==> config.mk <==
export PLATFORM = sky130hd
export DESIGN_NAME = fifo_bank_param
export DESIGN_NICKNAME = d
export VERILOG_FILES = /design/src/rtl/fifo_bank_pkg.sv /design/src/rtl/fifo_chan.sv /design/src/rtl/fifo_bank_param.sv
export SDC_FILE = /design/constraint.sdc
export NUM_CORES = 1
export LEC_CHECK = 0
export CORE_MARGIN = 4
export CORE_UTILIZATION = 50
export DETAILED_ROUTE_END_ITERATION = 8
export GPL_ROUTABILITY_DRIVEN = 0
export PLACE_DENSITY = 0.77
export RECOVER_POWER = 100
export SLEW_MARGIN = 0
export SYNTH_ARGS = -nofsm -noshare
export SYNTH_HDL_FRONTEND = slang
export SYNTH_SLANG_ARGS = --single-unit
==> constraint.sdc <==
create_clock -name clk -period 2.7 [get_ports clk]
set_input_delay 0.27 -clock clk [delete_from_list [all_inputs] [get_ports clk]]
set_output_delay 0.27 -clock clk [all_outputs]
set_load 0.005 [all_outputs]
==> src/rtl/fifo_bank_pkg.sv <==
// Shared constants and helpers for the parametrised FIFO bank.
package fifo_bank_pkg;

  // Default build: two 8-deep byte-wide channels
  localparam int DEF_NUM_CH    = 2;
  localparam int DEF_WIDTH     = 8;
  localparam int DEF_DEPTH     = 8;
  localparam int DEF_AF_THRESH = 6;
  localparam int DEF_AE_THRESH = 1;

  // Bit positions inside the per-channel sticky error vector
  localparam int ERR_OVF = 0;
  localparam int ERR_UNF = 1;
  localparam int ERR_W   = 2;

  // Count field must hold 0..DEPTH inclusive, hence one bit more than the pointer
  function automatic int clog2p1(input int depth);
    return $clog2(depth) + 1;
  endfunction

endpackage

==> src/rtl/fifo_chan.sv <==
// Single synchronous FIFO channel: memory, pointers, fill count, flags, sticky errors.
module fifo_chan
  import fifo_bank_pkg::*;
#(
  parameter int WIDTH     = DEF_WIDTH,
  parameter int DEPTH     = DEF_DEPTH,
  parameter int AF_THRESH = DEF_AF_THRESH,
  parameter int AE_THRESH = DEF_AE_THRESH,
  localparam int CW       = clog2p1(DEPTH),
  localparam int AW       = $clog2(DEPTH)
) (
  input  logic             clk,
  input  logic             reset,
  input  logic [WIDTH-1:0] data_in,
  input  logic             write,
  input  logic             read,
  output logic [WIDTH-1:0] data_out,
  output logic             valid_out,
  output logic             empty,
  output logic             full,
  output logic             almost_full,
  output logic             almost_empty,
  output logic [CW-1:0]    count,
  output logic             overflow,
  output logic             underflow
);

  logic [WIDTH-1:0] mem [DEPTH];
  logic [AW-1:0]    wr_ptr, rd_ptr;
  logic [CW-1:0]    cnt;
  logic [ERR_W-1:0] err;
  logic             wr_acc, rd_acc;

  // Flags derive from the registered count only
  assign empty        = (cnt == '0);
  assign full         = (cnt == CW'(DEPTH));
  assign almost_full  = (cnt >= CW'(AF_THRESH));
  assign almost_empty = (cnt <= CW'(AE_THRESH));
  assign count        = cnt;
  assign overflow     = err[ERR_OVF];
  assign underflow    = err[ERR_UNF];

  // A simultaneous read frees a slot, so a write into a full FIFO still lands.
  // Empty FIFO never bypasses write data to the read side.
  assign wr_acc = write && (!full || read);
  assign rd_acc = read && !empty;

  // Storage array; contents are don't-care after reset
  always_ff @(posedge clk) begin
    if (wr_acc) mem[wr_ptr] <= data_in;
  end

  // Pointers, count, registered read data and sticky error flags
  always_ff @(posedge clk) begin
    if (reset) begin
      wr_ptr    <= '0;
      rd_ptr    <= '0;
      cnt       <= '0;
      data_out  <= '0;
      valid_out <= 1'b0;
      err       <= '0;
    end else begin
      valid_out <= rd_acc;
      if (rd_acc) begin
        data_out <= mem[rd_ptr];
        rd_ptr   <= rd_ptr + 1'b1;
      end
      if (wr_acc) wr_ptr <= wr_ptr + 1'b1;
      cnt <= cnt + CW'(wr_acc) - CW'(rd_acc);
      if (write && full && !read) err[ERR_OVF] <= 1'b1;
      if (read && empty)          err[ERR_UNF] <= 1'b1;
    end
  end

endmodule

==> src/rtl/fifo_bank_param.sv <==
// Bank of NUM_CH independent FIFO channels sharing one clock, with flat per-channel buses.
module fifo_bank_param
  import fifo_bank_pkg::*;
#(
  parameter int NUM_CH    = DEF_NUM_CH,
  parameter int WIDTH     = DEF_WIDTH,
  parameter int DEPTH     = DEF_DEPTH,
  parameter int AF_THRESH = DEF_AF_THRESH,
  parameter int AE_THRESH = DEF_AE_THRESH,
  localparam int CW       = clog2p1(DEPTH)
) (
  input  logic                    clk,
  input  logic                    reset,
  input  logic [NUM_CH*WIDTH-1:0] data_in,
  input  logic [NUM_CH-1:0]       write,
  input  logic [NUM_CH-1:0]       read,
  output logic [NUM_CH*WIDTH-1:0] data_out,
  output logic [NUM_CH-1:0]       valid_out,
  output logic [NUM_CH-1:0]       empty,
  output logic [NUM_CH-1:0]       full,
  output logic [NUM_CH-1:0]       almost_full,
  output logic [NUM_CH-1:0]       almost_empty,
  output logic [NUM_CH*CW-1:0]    count,
  output logic [NUM_CH-1:0]       overflow,
  output logic [NUM_CH-1:0]       underflow
);

  // One fully independent channel per slice of the flat buses
  for (genvar g = 0; g < NUM_CH; g++) begin : g_chan
    fifo_chan #(
      .WIDTH     (WIDTH),
      .DEPTH     (DEPTH),
      .AF_THRESH (AF_THRESH),
      .AE_THRESH (AE_THRESH)
    ) u_chan (
      .clk          (clk),
      .reset        (reset),
      .data_in      (data_in[g*WIDTH +: WIDTH]),
      .write        (write[g]),
      .read         (read[g]),
      .data_out     (data_out[g*WIDTH +: WIDTH]),
      .valid_out    (valid_out[g]),
      .empty        (empty[g]),
      .full         (full[g]),
      .almost_full  (almost_full[g]),
      .almost_empty (almost_empty[g]),
      .count        (count[g*CW +: CW]),
      .overflow     (overflow[g]),
      .underflow    (underflow[g])
    );
  end

endmodule

==> results of run 1 <==
==> stage by stage <==
step	utilization	total power, mW
2_1_floorplan	-	4.69
3_3_place_gp	0.573	5.31
3_5_place_dp	0.573	5.39
4_1_cts	0.618	7.80
5_1_grt	0.613	8.03
6_report	0.613	7.60
==> power by group through the flow <==
| stage | Combinational (mW) | Sequential, mW | Clock [mW] |
|---|---|---|---|
| after floorplan | 1.43 | 3.27 | 0 |
| after global placement | 1.99 | 3.32 | 0 |
| after detailed placement | 2.05 | 3.33 | 0 |
| after CTS | 2.06 | 3.28 | 2.46 |
| after global routing | 2.12 | 3.31 | 2.60 |
| final | 1.92 | 3.27 | 2.41 |
==> layout make-up <==
class,count,area [µm²],area share
Timing Repair Buffer,80,703,0.0855
Clock inverter,14,160,0.0195
Inverter,20,75.1,0.00913
Multi-Input combinational cell,243,1940,0.235
Sequential cell,170,4690,0.570
Clock buffer,18,439,0.0534
Tap cell,176,220,0.0268
==> what timing repair did <==
action                                 4_1_cts  5_1_grt
endpoints found under the hold margin        0        0
setup endpoints to repair                    0        1
gates resized for setup                      0        1
==> flip-flops by register name, indices dropped and copies added, names as in the netlist <==
signal	flops
g_chan.u_chan.rd_ptr	6
g_chan.u_chan.mem	128
g_chan.u_chan.err	4
g_chan.u_chan.wr_ptr	6
g_chan.u_chan.valid_out	2
g_chan.u_chan.count	8
g_chan.u_chan.data_out	16
==> layout by cell type, fill, tap and decap left out, drive strengths merged, types with 3 or more instances in the layout <==
cell           instances
xor2                   6
dfxtp                 42
clkdlybuf4s50          5
inv                   26
buf                    5
nand2b                 4
mux2i                 65
dlygate4sd3           54
nor3                   8
nor2b                  8
edfxtp               128
a32o                  16
nor2                  30
or3b                   4
a21oi                 14
clkbuf                34
clkinvlp               3
and2                   3
nand2                 14
ha                    20
nand3                  3
clkinv                 3
a22oi                 32
xnor2                  6
==> worst max-delay path: stages, from the launching register on <==
cell	delay [ns]
dfxtp_1	0.32
inv_1	0.13
ha_1	0.21
or3b_1	0.42
nand2_1	0.11
inv_1	0.05
ha_1	0.27
inv_1	0.04
ha_1	0.20
fa_1	0.39
xnor2_1	0.17
nor2_1	0.05
==> routing by layer <==
layer  vias to the layer above  share of wire  track usage
li1                       1867              -            -
met1                      1919           0.40        0.192
met2                        84           0.54        0.310
met3                        16          0.048       0.0516
met4                         0          0.012       0.0682
met5                         -              0            0
==> logic make-up (layout without fill, tap and decap cells) <==
family,Yosys count,in the layout,synth area share
xor gates and xnor gates,12,12,0.0152
muxes,65,65,0.0942
AOI/OAI and AO/OA,68,68,0.0750
adders and majority gates,22,22,0.0420
DFF,170,170,0.678
buffers and inverters,54,132,0.0406
and+or+nand+nor,76,76,0.0545
==> worst paths after layout <==
path                                  endpoint                          from  cells past startpoint
setup / recovery     g_chan[0].u_chan.count[2]     g_chan[0].u_chan.count[2]                     11
hold / removal    g_chan[0].u_chan.data_out[2]  g_chan[0].u_chan.data_out[2]                      1
setup reg to reg     g_chan[0].u_chan.count[2]     g_chan[0].u_chan.count[2]                     11
hold reg to reg   g_chan[0].u_chan.data_out[2]  g_chan[0].u_chan.data_out[2]                      1
==> run_results.csv, run 1 <==
group,metric,value,unit
power,comb_power_share,0.252,
timing,fin_setup_tns,0,ns
power,p_sw,2.14,mW
timing,holdWs,0.459,ns
min_path,hold_path.class,"reg -> reg",
setup_path,path_class,"reg -> reg",
setup_path,worstPathMaxFanout,5,
timing,final-setup-viol-count,0,
floorplanning,die_y,126,µm
timing,worstMarginPinSlew,0.854,ns
synth,yosysTopAreaCell,"edfxtp_1",
setup_path,crit_arrival,2.78,ns
clock_network,cts_tree,"built",
global_routing,grt_pass1_wl,21000,µm
global_routing,grt-ovfl-total,0,
timing,post-route-period-util,0.917,
clock_network,cts_root_buf,"clkbuf_16",
synth,syn-mean-instance-area,14.8,µm²
synth,ys_types,32,
clock_network,postCtsHoldBufs,0,
synth,synth.most_common_cell,"edfxtp_1",
cells_and_area,stdcell_count,721,
timing,slew_violations,0,
clock_network,clkLatencyLatePin,0.42,ns
placement,port_buffers,59,
power,powerDensity,925,nW/µm²
floorplanning,coreArea,13400,µm²
timing,fmax,404,MHz
setup_path,cp-start-kind,"flip-flop",
timing,fin_crit,2.47,ns
placement,dp_cells,689,
clock_network,clock_path_buffers,2,
placement,dpl.hpwl,8510,µm
route,ant_nets,0,
floorplanning,die-area,15800,µm²
clock_network,cts_made_buffers,17,
global_routing,grt_pass1_vias,4107,
synth,ys_warn_count,0,
route,viasPerCell,5.39,
synth,ys_seq_area_frac,0.678,
route,firstDrtPassIters,4,
synth,synth-seq-cells,170,
cells_and_area,postLayoutCellArea,8220,µm²
synth,synth_edf_count,128,
status,outcome,"completed",
cells_and_area,syn_to_final_growth,19.0,%
power,p_sw_frac,0.281,
timing,rsz0062_at_grt,"no",
setup_path,required,3.01,ns
timing,fin_worst_skew,0.00809,ns
synth,syn_inst,467,
power,p_seq_frac,0.430,
synth,yosys-top-cells-area,"edfxtp_1 (56%), dfxtp_1 (12%), mux2i_1 (9.4%)",
power,power_leakage,2.95,nW
floorplanning,start_util,0.515,
power,ir_drop,693,µV
route,drtIter0Drc,253,
floorplanning,num_io_pins,60,
synth,ys.flop_type,"edfxtp_1",
synth,yosys.area.top_type_share,0.557,
setup_path,end_kind,"flip-flop",
timing,setup_ws,0.225,ns
synth,postSynth.asyncResetShare,0,
timing,relSlewSlack,0.429,
timing,hold_violations,0,
route,route.detailed.drc,0,
clock_network,path_clk_slew,0.06,ns
flow_run,cap_viol_max_count,0,
route,vias,3886,
power,pwr-share-clk,0.317,
synth,synthesis.area,6910,µm²
placement,dpl_cell_area,7680,µm²
global_routing,grt_max_degree,35,
synth,ys_top_cells_by_count,"edfxtp_1 (128), mux2i_1 (65), dfxtp_1 (42), a22oi_1 (32), nor2_1 (29)",
floorplanning,rows,42,
cells_and_area,diodes,0,
global_routing,antenna_found_initial,0,
clock_network,htreeDepth,4,
route,routed_wl,13100,µm
placement,place_ws,0.136,ns
clock_network,cts.sinks,170,
cells_and_area,drive_above_1_share,0.0862,
power,internal_power,5.46,mW
synth,synth_nets,511,
cells_and_area,fillers,1028,
route,post_drt_wl_per_cell,18.1,µm
floorplanning,die_w,126,µm
cells_and_area,fin_nets,576,
global_routing,gr-usage-all-layers,0.173,
setup_path,r2r_slack,0.23,ns
clock_network,post_cts_buffers,0,
(Power assumes the default switching activity.)
==> run 2, diff against run 1 <==
- ABC_CLOCK_PERIOD_IN_PS: default -> 2600
- CORE_MARGIN: 4 -> default
- clock period: 2.7 -> 2.6 ns (I/O delays scaled with it)
==> run 2 against run 1 <==
Compared with the run above:
- clock skew increased by 0.0020 ns
- clock power about the same
- global-route usage increased by 2.3 points
- non-clock buffer count decreased by 2
- register-to-register slack got worse by 0.11 ns
- cell count decreased by 0.28%
- sequential share of layout area increased by 0.20 points
- combinational power increased by 6%
- die area decreased by 9.3%
- sequential power increased by 4%
- via count increased by 0.59%
- worst setup slack got worse by 0.12 ns
- critical path type is now reg -> out
- largest cell class unchanged
- largest power group unchanged
==> run_results.csv, run 2 (synthesized netlist as in run 1, its figures left out) <==
group,metric,value,unit
setup_path,required,2.34,ns
global_routing,grt_max_degree,35,
timing,post-route-period-util,0.958,
clock_network,cts_tree,"built",
min_path,hold_depth,1,
setup_path,r2r-end,"g_chan[1].u_chan.count[2]",
setup_path,r2r_start,"g_chan[1].u_chan.count[2]",
setup_path,reg2reg_depth,11,
setup_path,path_cells,"inv_2, ha_1, or3b_2, buf_4, inv_1, clkdlybuf4s50_1",
route,drtIter0Drc,219,
setup_path,crit_path_start,"g_chan[0].u_chan.count[2]",
min_path,worstHoldEndpoint,"g_chan[1].u_chan.data_out[1]",
route,ant_nets,0,
floorplanning,die-area,14300,µm²
cells_and_area,most-common-layout-cells,"edfxtp_1 (128), mux2i_1 (65), dlygate4sd3_1 (52)",
timing,relSlewSlack,0.258,
cells_and_area,syn_to_final_growth,18.6,%
cells_and_area,multi_input_area,1930,µm²
floorplanning,start_util,0.517,
timing,worstMarginPinSlew,1.11,ns
global_routing,grt-ovfl-total,0,
setup_path,cp_slowest_stage_delay,0.50,ns
timing,slew_violations,0,
global_routing,grt_pass1_vias,4078,
timing,hold_violations,0,
clock_network,cts_resized,0,
power,power_leakage,2.93,nW
route,firstDrtPassIters,4,
power,total_power,7.87,mW
cells_and_area,regMostFlops,"g_chan.u_chan.mem",
setup_path,slowest_stage,"clkdlybuf4s50_1",
clock_network,cts.sinks,170,
clock_network,cts_root_buf,"clkbuf_16",
cells_and_area,drive_above_1_share,0.0902,
timing,fin_setup_tns,0,ns
route,viasPerCell,5.44,
floorplanning,num_io_pins,60,
setup_path,r2r_slack,0.12,ns
global_routing,grt_pass1_wl,20700,µm
route,route.detailed.drc,0,
cells_and_area,largest_reg_flops,128,
route,routed_wl,12800,µm
status,outcome,"completed",
setup_path,cp-start-kind,"flip-flop",
timing,fin_crit,2.49,ns
global_routing,antenna_found_initial,0,
clock_network,post_cts_buffers,0,
route,vias,3909,
setup_path,end_kind,"primary output",
timing,fin_worst_skew,0.0101,ns
clock_network,cts_made_buffers,17,
floorplanning,die_w,120,µm
timing,fmax,401,MHz
global_routing,gr-usage-all-layers,0.195,
placement,dpl.hpwl,8420,µm
cells_and_area,ff_latch_area,4690,µm²
clock_network,clkLatencyLatePin,0.42,ns
clock_network,postCtsHoldBufs,0,
setup_path,path_class,"reg -> out",
clock_network,path_clk_slew,0.07,ns
placement,place_ws,0.0414,ns
floorplanning,die_y,120,µm
power,ir_drop,544,µV
setup_path,crit_arrival,2.23,ns
cells_and_area,fin_nets,574,
route,post_drt_wl_per_cell,17.8,µm
floorplanning,coreArea,13300,µm²
min_path,min_from,"g_chan[1].u_chan.data_out[1]",
cells_and_area,diodes,0,
timing,setup_ws,0.109,ns
clock_network,clock_path_buffers,2,
clock_network,htreeDepth,4,
timing,final-setup-viol-count,0,
setup_path,worstPathMaxFanout,4,
placement,port_buffers,59,
flow_run,cap_viol_max_count,0,
floorplanning,rows,42,
cells_and_area,final_common_cell,"edfxtp_1",
power,powerDensity,961,nW/µm²
timing,rsz0062_at_grt,"no",
min_path,hold_path.class,"reg -> reg",
cells_and_area,fillers,1014,
[run 2: cell count changes in the layout (fill, tap and decap cells not counted), sizes merged]
cell | previous run | this run
dlygate4sd3 | 54 | 52
clkinv | 3 | 8
clkbuf | 34 | 31
clkinvlp | 3 | 2
clkdlybuf4s50 | 5 | 7
buf | 5 | 6
inv | 26 | 22
[run 2: layer usage]
metal	global-route usage	routed length (µm)	share of wire	up-vias
li1	-	-	-	1863
met1	0.222	5050	0.39	1921
met2	0.354	6920	0.54	108
met3	0.0537	645	0.050	17
met4	0.0625	191	0.015	0
met5	0	0	0	-
[run 2: worst max-delay path by stage]
stage	end	slack (ns)	cells past startpoint
2_1_floorplan	g_chan[0].u_chan.count[2]	0.14	11
3_3_place_gp	g_chan[0].u_chan.count[2]	0.13	11
3_5_place_dp	g_chan[0].u_chan.count[2]	0.04	11
4_1_cts	g_chan[0].u_chan.count[2]	0.01	11
5_1_grt	g_chan[1].u_chan.count[2]	0.003	11
6_report	empty[0]	0.11	6
[run 2: worst max-delay path: cells and delay by family, from the launching register on]
kind | cells | cell delay (ns)
fa+ha+maj | 1 | 0.19
simple gates | 1 | 0.48
buf+inv | 4 | 0.82
flops | 1 | 0.33
[run 2: power breakdown]
part | internal (mW) | total [mW] | switching [mW]
combinational | 1.06 | 2.03 | 0.968
sequential | 3.19 | 3.41 | 0.219
clock | 1.42 | 2.43 | 1.01
[run 2: stage by stage]
step | util | hold slack (ns) | instance area [µm²] | instances
detailed placement | 0.575 | 0.455 | 7670 | 687
global route | 0.614 | 0.475 | 8190 | 719
floorplan | - | 0.359 | 6910 | 467
finish | 0.614 | 0.461 | 8190 | 719
global placement | 0.575 | 0.451 | 7670 | 687
CTS | 0.618 | 0.470 | 8250 | 719
[run 2: layout make-up]
class | instances | area share
Clock inverter | 14 | 0.0180
Timing Repair Buffer | 78 | 0.0856
Multi-Input combinational cell | 243 | 0.236
Sequential cell | 170 | 0.572
Inverter | 20 | 0.00917
Tap cell | 176 | 0.0269
Clock buffer | 18 | 0.0524
